==> src/rtl/imem_boot_loader_if.sv <==
// Host byte link and IMEM write port seen by the boot loader.
// master = byte source / memory side, slave = loader.
interface imem_boot_loader_if #(
  parameter int AW = 8
);
  logic [7:0]    rx_data;
  logic          rx_valid;
  logic          rx_ready;
  logic          mem_we;
  logic [AW-1:0] mem_waddr;
  logic [31:0]   mem_wdata;

  modport master (
    output rx_data,
    output rx_valid,
    input  rx_ready,
    input  mem_we,
    input  mem_waddr,
    input  mem_wdata
  );

  modport slave (
    input  rx_data,
    input  rx_valid,
    output rx_ready,
    output mem_we,
    output mem_waddr,
    output mem_wdata
  );
endinterface

==> src/rtl/imem_boot_loader.sv <==
// Boot loader: byte stream -> sequential 32-bit IMEM writes, holds core in reset.
// Optional trailer checksum enabled by defining IMEM_LOAD_CKSUM_EN.
module imem_boot_loader #(
  parameter int DEPTH = 256,
  parameter int AW    = $clog2(DEPTH)
) (
  input  logic                 clk,
  input  logic                 rst_n,
  imem_boot_loader_if.slave    bus,
  input  logic                 load_start,
  output logic                 core_rst_n,
  output logic                 load_done,
  output logic                 load_err,
  output logic [15:0]          word_cnt
);

`ifdef IMEM_LOAD_CKSUM_EN
  typedef enum logic [2:0] {
    S_HDR, S_DATA, S_CKS, S_RUN, S_ERR
  } state_t;
  localparam state_t S_FIN = S_CKS;
`else
  typedef enum logic [1:0] {
    S_HDR, S_DATA, S_RUN, S_ERR
  } state_t;
  localparam state_t S_FIN = S_RUN;
`endif

  localparam logic [15:0] DEPTH16 = 16'(DEPTH);

  state_t        state_q, state_d;
  logic [1:0]    bidx_q, bidx_d;
  logic [23:0]   asm_q, asm_d;
  logic [7:0]    hdr_lo_q, hdr_lo_d;
  logic [15:0]   n_q, n_d;
  logic [15:0]   word_cnt_q, word_cnt_d;
  logic          rx_ready_q, rx_ready_d;
  logic          mem_we_q, mem_we_d;
  logic [AW-1:0] waddr_q, waddr_d;
  logic [31:0]   wdata_q, wdata_d;
  logic          core_rst_n_q, core_rst_n_d;
  logic          done_q, done_d;
  logic          err_q, err_d;
`ifdef IMEM_LOAD_CKSUM_EN
  logic [7:0]    sum_q, sum_d;
  logic [7:0]    sum_fin;
`endif

  logic          acc;
  logic [15:0]   hdr_n;
  logic [15:0]   wc_inc;

  assign acc    = bus.rx_valid & rx_ready_q;
  assign hdr_n  = {bus.rx_data, hdr_lo_q};
  assign wc_inc = word_cnt_q + 16'd1;
`ifdef IMEM_LOAD_CKSUM_EN
  assign sum_fin = sum_q + bus.rx_data;
`endif

  always_comb begin
    state_d    = state_q;
    bidx_d     = bidx_q;
    asm_d      = asm_q;
    hdr_lo_d   = hdr_lo_q;
    n_d        = n_q;
    word_cnt_d = word_cnt_q;
    mem_we_d   = 1'b0;
    waddr_d    = waddr_q;
    wdata_d    = wdata_q;
`ifdef IMEM_LOAD_CKSUM_EN
    sum_d      = sum_q;
`endif
    unique case (state_q)
      S_HDR: begin
        if (acc) begin
`ifdef IMEM_LOAD_CKSUM_EN
          sum_d = sum_fin;
`endif
          if (bidx_q == 2'd0) begin
            hdr_lo_d = bus.rx_data;
            bidx_d   = 2'd1;
          end else begin
            n_d        = hdr_n;
            bidx_d     = 2'd0;
            word_cnt_d = 16'd0;
            if (hdr_n == 16'd0) begin
              state_d = S_FIN;
            end else if (hdr_n > DEPTH16) begin
              state_d = S_ERR;
            end else begin
              state_d = S_DATA;
            end
          end
        end
      end
      S_DATA: begin
        if (acc) begin
`ifdef IMEM_LOAD_CKSUM_EN
          sum_d = sum_fin;
`endif
          bidx_d = bidx_q + 2'd1;
          if (bidx_q == 2'd3) begin
            // Byte 3 completes the little-endian word.
            mem_we_d   = 1'b1;
            waddr_d    = word_cnt_q[AW-1:0];
            wdata_d    = {bus.rx_data, asm_q};
            word_cnt_d = wc_inc;
            if (wc_inc == n_q) begin
              state_d = S_FIN;
            end
          end else begin
            asm_d = {bus.rx_data, asm_q[23:8]};
          end
        end
      end
`ifdef IMEM_LOAD_CKSUM_EN
      S_CKS: begin
        if (acc) begin
          sum_d   = sum_fin;
          state_d = (sum_fin == 8'h00) ? S_RUN : S_ERR;
        end
      end
`endif
      S_RUN, S_ERR: begin
        if (load_start) begin
          state_d    = S_HDR;
          word_cnt_d = 16'd0;
          bidx_d     = 2'd0;
`ifdef IMEM_LOAD_CKSUM_EN
          sum_d      = 8'h00;
`endif
        end
      end
      default: state_d = S_HDR;
    endcase
  end

  // Status outputs are registered from the next state.
  always_comb begin
    rx_ready_d   = (state_d == S_HDR) || (state_d == S_DATA);
`ifdef IMEM_LOAD_CKSUM_EN
    if (state_d == S_CKS) begin
      rx_ready_d = 1'b1;
    end
`endif
    done_d       = (state_d == S_RUN);
    err_d        = (state_d == S_ERR);
    core_rst_n_d = (state_d == S_RUN);
  end

  always_ff @(posedge clk or negedge rst_n) begin
    if (!rst_n) begin
      state_q      <= S_HDR;
      bidx_q       <= 2'd0;
      asm_q        <= 24'd0;
      hdr_lo_q     <= 8'd0;
      n_q          <= 16'd0;
      word_cnt_q   <= 16'd0;
      rx_ready_q   <= 1'b1;
      mem_we_q     <= 1'b0;
      waddr_q      <= '0;
      wdata_q      <= 32'd0;
      core_rst_n_q <= 1'b0;
      done_q       <= 1'b0;
      err_q        <= 1'b0;
`ifdef IMEM_LOAD_CKSUM_EN
      sum_q        <= 8'h00;
`endif
    end else begin
      state_q      <= state_d;
      bidx_q       <= bidx_d;
      asm_q        <= asm_d;
      hdr_lo_q     <= hdr_lo_d;
      n_q          <= n_d;
      word_cnt_q   <= word_cnt_d;
      rx_ready_q   <= rx_ready_d;
      mem_we_q     <= mem_we_d;
      waddr_q      <= waddr_d;
      wdata_q      <= wdata_d;
      core_rst_n_q <= core_rst_n_d;
      done_q       <= done_d;
      err_q        <= err_d;
`ifdef IMEM_LOAD_CKSUM_EN
      sum_q        <= sum_d;
`endif
    end
  end

  assign bus.rx_ready  = rx_ready_q;
  assign bus.mem_we    = mem_we_q;
  assign bus.mem_waddr = waddr_q;
  assign bus.mem_wdata = wdata_q;
  assign core_rst_n    = core_rst_n_q;
  assign load_done     = done_q;
  assign load_err      = err_q;
  assign word_cnt      = word_cnt_q;

endmodule

==> src/flat_wrapper.sv <==
// flat-port wrapper written by rule: the top's interface ports become plain ports
module imem_boot_loader_flat 
#(
  parameter int DEPTH = 256,
  parameter int AW    = $clog2(DEPTH)
)
  (clk, rst_n, load_start, core_rst_n, load_done, load_err, word_cnt, bus_rx_data, bus_rx_valid, bus_rx_ready, bus_mem_we, bus_mem_waddr, bus_mem_wdata);
  imem_boot_loader_if #(.AW(AW)) bus_i ();
  input  logic clk;
  input  logic rst_n;
  input  logic load_start;
  output logic core_rst_n;
  output logic load_done;
  output logic load_err;
  output logic [15:0] word_cnt;
  input wire logic [$bits(bus_i.rx_data)-1:0] bus_rx_data;
  input wire logic [$bits(bus_i.rx_valid)-1:0] bus_rx_valid;
  output wire logic [$bits(bus_i.rx_ready)-1:0] bus_rx_ready;
  output wire logic [$bits(bus_i.mem_we)-1:0] bus_mem_we;
  output wire logic [$bits(bus_i.mem_waddr)-1:0] bus_mem_waddr;
  output wire logic [$bits(bus_i.mem_wdata)-1:0] bus_mem_wdata;
  assign bus_i.rx_data = bus_rx_data;
  assign bus_i.rx_valid = bus_rx_valid;
  assign bus_rx_ready = bus_i.rx_ready;
  assign bus_mem_we = bus_i.mem_we;
  assign bus_mem_waddr = bus_i.mem_waddr;
  assign bus_mem_wdata = bus_i.mem_wdata;
  imem_boot_loader #(.DEPTH(DEPTH), .AW(AW)) u_core (.clk(clk), .rst_n(rst_n), .bus(bus_i), .load_start(load_start), .core_rst_n(core_rst_n), .load_done(load_done), .load_err(load_err), .word_cnt(word_cnt));
endmodule
==> config.mk <==
export PLATFORM = sky130hd
export DESIGN_NAME = imem_boot_loader_flat
export DESIGN_NICKNAME = d
export VERILOG_FILES = /design/src/rtl/imem_boot_loader_if.sv /design/src/rtl/imem_boot_loader.sv /design/src/flat_wrapper.sv
export SDC_FILE = /design/constraint.sdc
export NUM_CORES = 1
export LEC_CHECK = 0
export BUFFER_PORTS_ARGS = -buffer_cell sky130_fd_sc_hd__buf_2
export CORE_ASPECT_RATIO = 2
export CORE_MARGIN = 2
export CORE_UTILIZATION = 38
export DETAILED_ROUTE_END_ITERATION = 12
export GPL_TIMING_DRIVEN = 1
export PLACE_DENSITY = 0.59
export SLEW_MARGIN = 20
export SYNTH_ARGS = -nofsm -noshare
export SYNTH_HDL_FRONTEND = slang
export SYNTH_SLANG_ARGS = --single-unit
==> constraint.sdc <==
create_clock -name clk -period 6.5 [get_ports clk]
set_input_delay 0.325 -clock clk [delete_from_list [all_inputs] [get_ports clk]]
set_output_delay 0.325 -clock clk [all_outputs]
set_load 0.005 [all_outputs]
==> qor.csv <==
stage;metric;value;unit
clocking;PostCTS Resize Cnt;0;
timing;Final Hold Fails;0;
timing;RSZ-0062 raised after global routing;false;
floorplan;Starting Density;38.6;%
critical_path;slowest CP cell;dfrtp_1;
timing;Tcrit/Tclk final;41.2;%
timing;hold_ws;0.245;ns
clocking;total CTS buffers;9;
synth;cell with the most instances after synthesis;nand2_1;
route;Pre-Repair DR Iteration Count;4;
synth;dominant synthesized flop cell;dfrtp_1;
synth;Synth Area per Inst;10.6;sq um
route;ANT nets after route;0;
synth;Area contributors post-synth;dfrtp_1 56%, nand2_1 11%, mux2_2 11%;
critical_path;crit path cell chain;ha_1 -> and4_4 -> and4_4 -> xnor2_2 -> o21ai_1 -> a2111o_1 -> o31ai_1 -> and2_1;
critical_path;Critical Path RT;6.78;ns
finish;Final #Nets;551;
global_route;largest net degree at the start of global routing;83;
timing;clock skew;0.00497;ns
timing;Final TNS setup;0;ns
global_route;vias in the first global route;3672;
synth;Yosys top cell area share;55.7;%
floorplan;I/O pin total;73;
finish;Post-Layout Cell Count;693;
clocking;Worst-Skew Late Latency;0.34;ns
critical_path;CP Capture Type;flip-flop;
synth;Synth Cell Area;4990;sq um
finish;# diodes;0;
synth;synth cell count leaders;147 x nand2_1, 111 x dfrtp_1, 48 x mux2_2;
route;routed wire length;12000;um
synth;number of flops mapped to enable cells by yosys;0;
clocking;Bufs on Longest Clock Path;2;
timing;Max Slew Vio Count;0;
route;detailed-route via count;3619;
global_route;antenna violations before repair;0;
clocking;CTS sink cnt;112;
synth;area leader, netlist;dfrtp_1;
synth;synthesis-stage register bit count;112;
finish;Area Overhead vs Synth;15.7;%
timing;Tightest Pin Transition;0.746;ns
finish;cell area after layout;5780;sq um
floorplan;Die ar.;14100;sq um
place;Cell Area, Placed;5460;sq um
synth;Seq/Total Area, Yosys;56.2;%
timing;final setup fails;0;
synth;Post-Syn Nets;487;
route;Routed wire per std cell;17.3;um
floorplan;die width;85.0;um
synth;Mapped Cells;472;
pwr;Peak supply drop;244;uV
floorplan;total core area;12900;sq um
floorplan;die height;166;um
hold_path;worst min-delay path class;input pin to flip-flop;
critical_path;Critical Path Fanout Max;7;
global_route;GRT overflow;0;
clocking;Clk pin slew, worst setup/hold paths;0.07;ns
finish;share of layout cells above drive strength 1;28.1;%
route;vias per cell;5.22;
job;Max-cap violations;0;
clocking;Post-CTS Setup Bufs;0;
clocking;root buffer cell;clkbuf_16;
route;initial drt markers;223;
route;drc violations;0;
clocking;H-tree levels;3;
place;IO buf count;72;
critical_path;cell mode on critical path;and4_4;
synth;Yosys cell types;52;
place;placed cells;676;
pwr;Pleak;0.00287;uW
critical_path;type of the worst setup path;flip-flop to flip-flop;
critical_path;type of origin of the critical path;flip-flop;
timing;Max Clk Rate;0.374;GHz
place;Detailed Place HPWL;8580;um
timing;Slew headroom;50.1;%
global_route;first-pass GRT wire length;19500;um
critical_path;worst endpoint data arrival time;2.96;ns
critical_path;Crit path largest cell delay;0.54;ns
synth;total number of yosys warnings;0;
pwr;Power Density;416;nW/um^2
place;global placer's final weighted congestion;0.931;
floorplan;num rows;59;
clocking;cts hold-fix bufs;1;
global_route;gr usage total;17.6;%
run_status;outcome;finished clean;
timing;final critical-path required period;2.68;ns
synth;async set-reset flop share out of synthesis;100;%
clocking;CTS tree;yes;
-- worst max-delay path: cells and delay by family, from the launching register on --
kind            cells  cell delay (ns)
fa+ha+maj           1             0.35
xor+xnor            1             0.11
flops               1             0.54
compound gates      3             0.86
simple gates        3             0.76
-- per-stage QoR --
stage	setup WS [ns]	total power (uW)	utilization, %
after floorplan	4.11	1590	-
after global placement	3.90	1820	42.2
after detailed placement	3.88	1860	42.2
after CTS	3.85	2430	44.7
after global routing	3.60	2560	44.7
final	3.82	2400	44.7
-- state kept, by name (all words and copies together), names as in the netlist --
name	count
u_core.asm_q	24
u_core.bus.mem_wdata	32
u_core.load_err	1
u_core.core_rst_n	1
u_core.bus.mem_waddr	8
u_core.word_cnt	16
u_core.bidx_q	2
u_core.bus.rx_ready	1
u_core.state_q	2
u_core.hdr_lo_q	8
u_core.n_q	16
u_core.bus.mem_we	1
-- layout by cell type (no fill, tap or decap), types with 2 or more instances in the layout --
cell | netlist | layout
buf_6 | 4 | 2
inv_1 | 5 | 5
o31ai_1 | 4 | 4
nand4_1 | 2 | 2
a21oi_1 | 9 | 9
nand3_1 | 10 | 9
nor2_1 | 15 | 15
and4_4 | 2 | 2
dfrtp_1 | 111 | 111
o21a_1 | 2 | 2
xnor2_1 | 14 | 14
and2_1 | 2 | 2
clkbuf_16 | 0 | 9
mux2_2 | 48 | 48
nor4_1 | 4 | 4
and4_1 | 2 | 2
nor3b_4 | 1 | 2
nand2_1 | 147 | 147
mux2i_1 | 2 | 2
inv_6 | 0 | 2
nor3_1 | 2 | 2
o41ai_1 | 2 | 2
clkinvlp_4 | 0 | 2
xor2_1 | 9 | 9
o21ai_0 | 26 | 26
buf_2 | 3 | 71
ha_1 | 3 | 3
buf_4 | 2 | 3
-- cell type report --
class	count	area [sq um]
inverters	7	26.3
fillers	1249	7140
clock buffers	11	243
well taps	152	190
repair buffers	77	410
multi-input cells	329	2040
flip-flops and latches	112	2800
clock inverters	5	62.6
-- where the power goes --
group / leakage [uW] / internal [uW] / switching, uW
combinational: 0.00129 / 374 / 322
sequential: 0.00144 / 951 / 188
clock: 0.000143 / 313 / 254
-- worst paths after layout --
path                                          from                  endpoint  slack [ns]  cells past startpoint
worst max-delay path            u_core.word_cnt[0]         u_core.core_rst_n        3.82                      8
worst min-delay path                bus_rx_data[1]  u_core.bus.mem_wdata[25]        0.24                      3
worst max register to register  u_core.word_cnt[0]         u_core.core_rst_n        3.82                      8
worst min register to register     u_core.asm_q[7]   u_core.bus.mem_wdata[7]        0.47                      2
max in group asynchronous                    rst_n  u_core.bus.mem_wdata[15]        4.98                      3
min in group asynchronous                    rst_n        u_core.word_cnt[9]        0.46                      2
-- kinds of logic after synthesis --
logic type / after synthesis / share of synthesized area (%)
AO/OA/AOI/OAI: 55 / 6.79
XOR/XNOR: 24 / 4.36
adder cells (fa/ha/maj): 3 / 0.752
buffers and inverters: 31 / 3.16
flip-flops: 112 / 56.2
multiplexers: 50 / 11.2
AND/OR/NAND/NOR: 197 / 17.5
-- metal layers --
layer | vias up | routed length (um) | GRT usage (%)
met3 | 16 | 363 | 2.58
met1 | 1817 | 4610 | 20.3
met5 | - | 0 | 0
met4 | 0 | 330 | 7.25
li1 | 1709 | - | -
met2 | 77 | 6670 | 31.9
No activity file was read; power rests on OpenSTA's default activity.
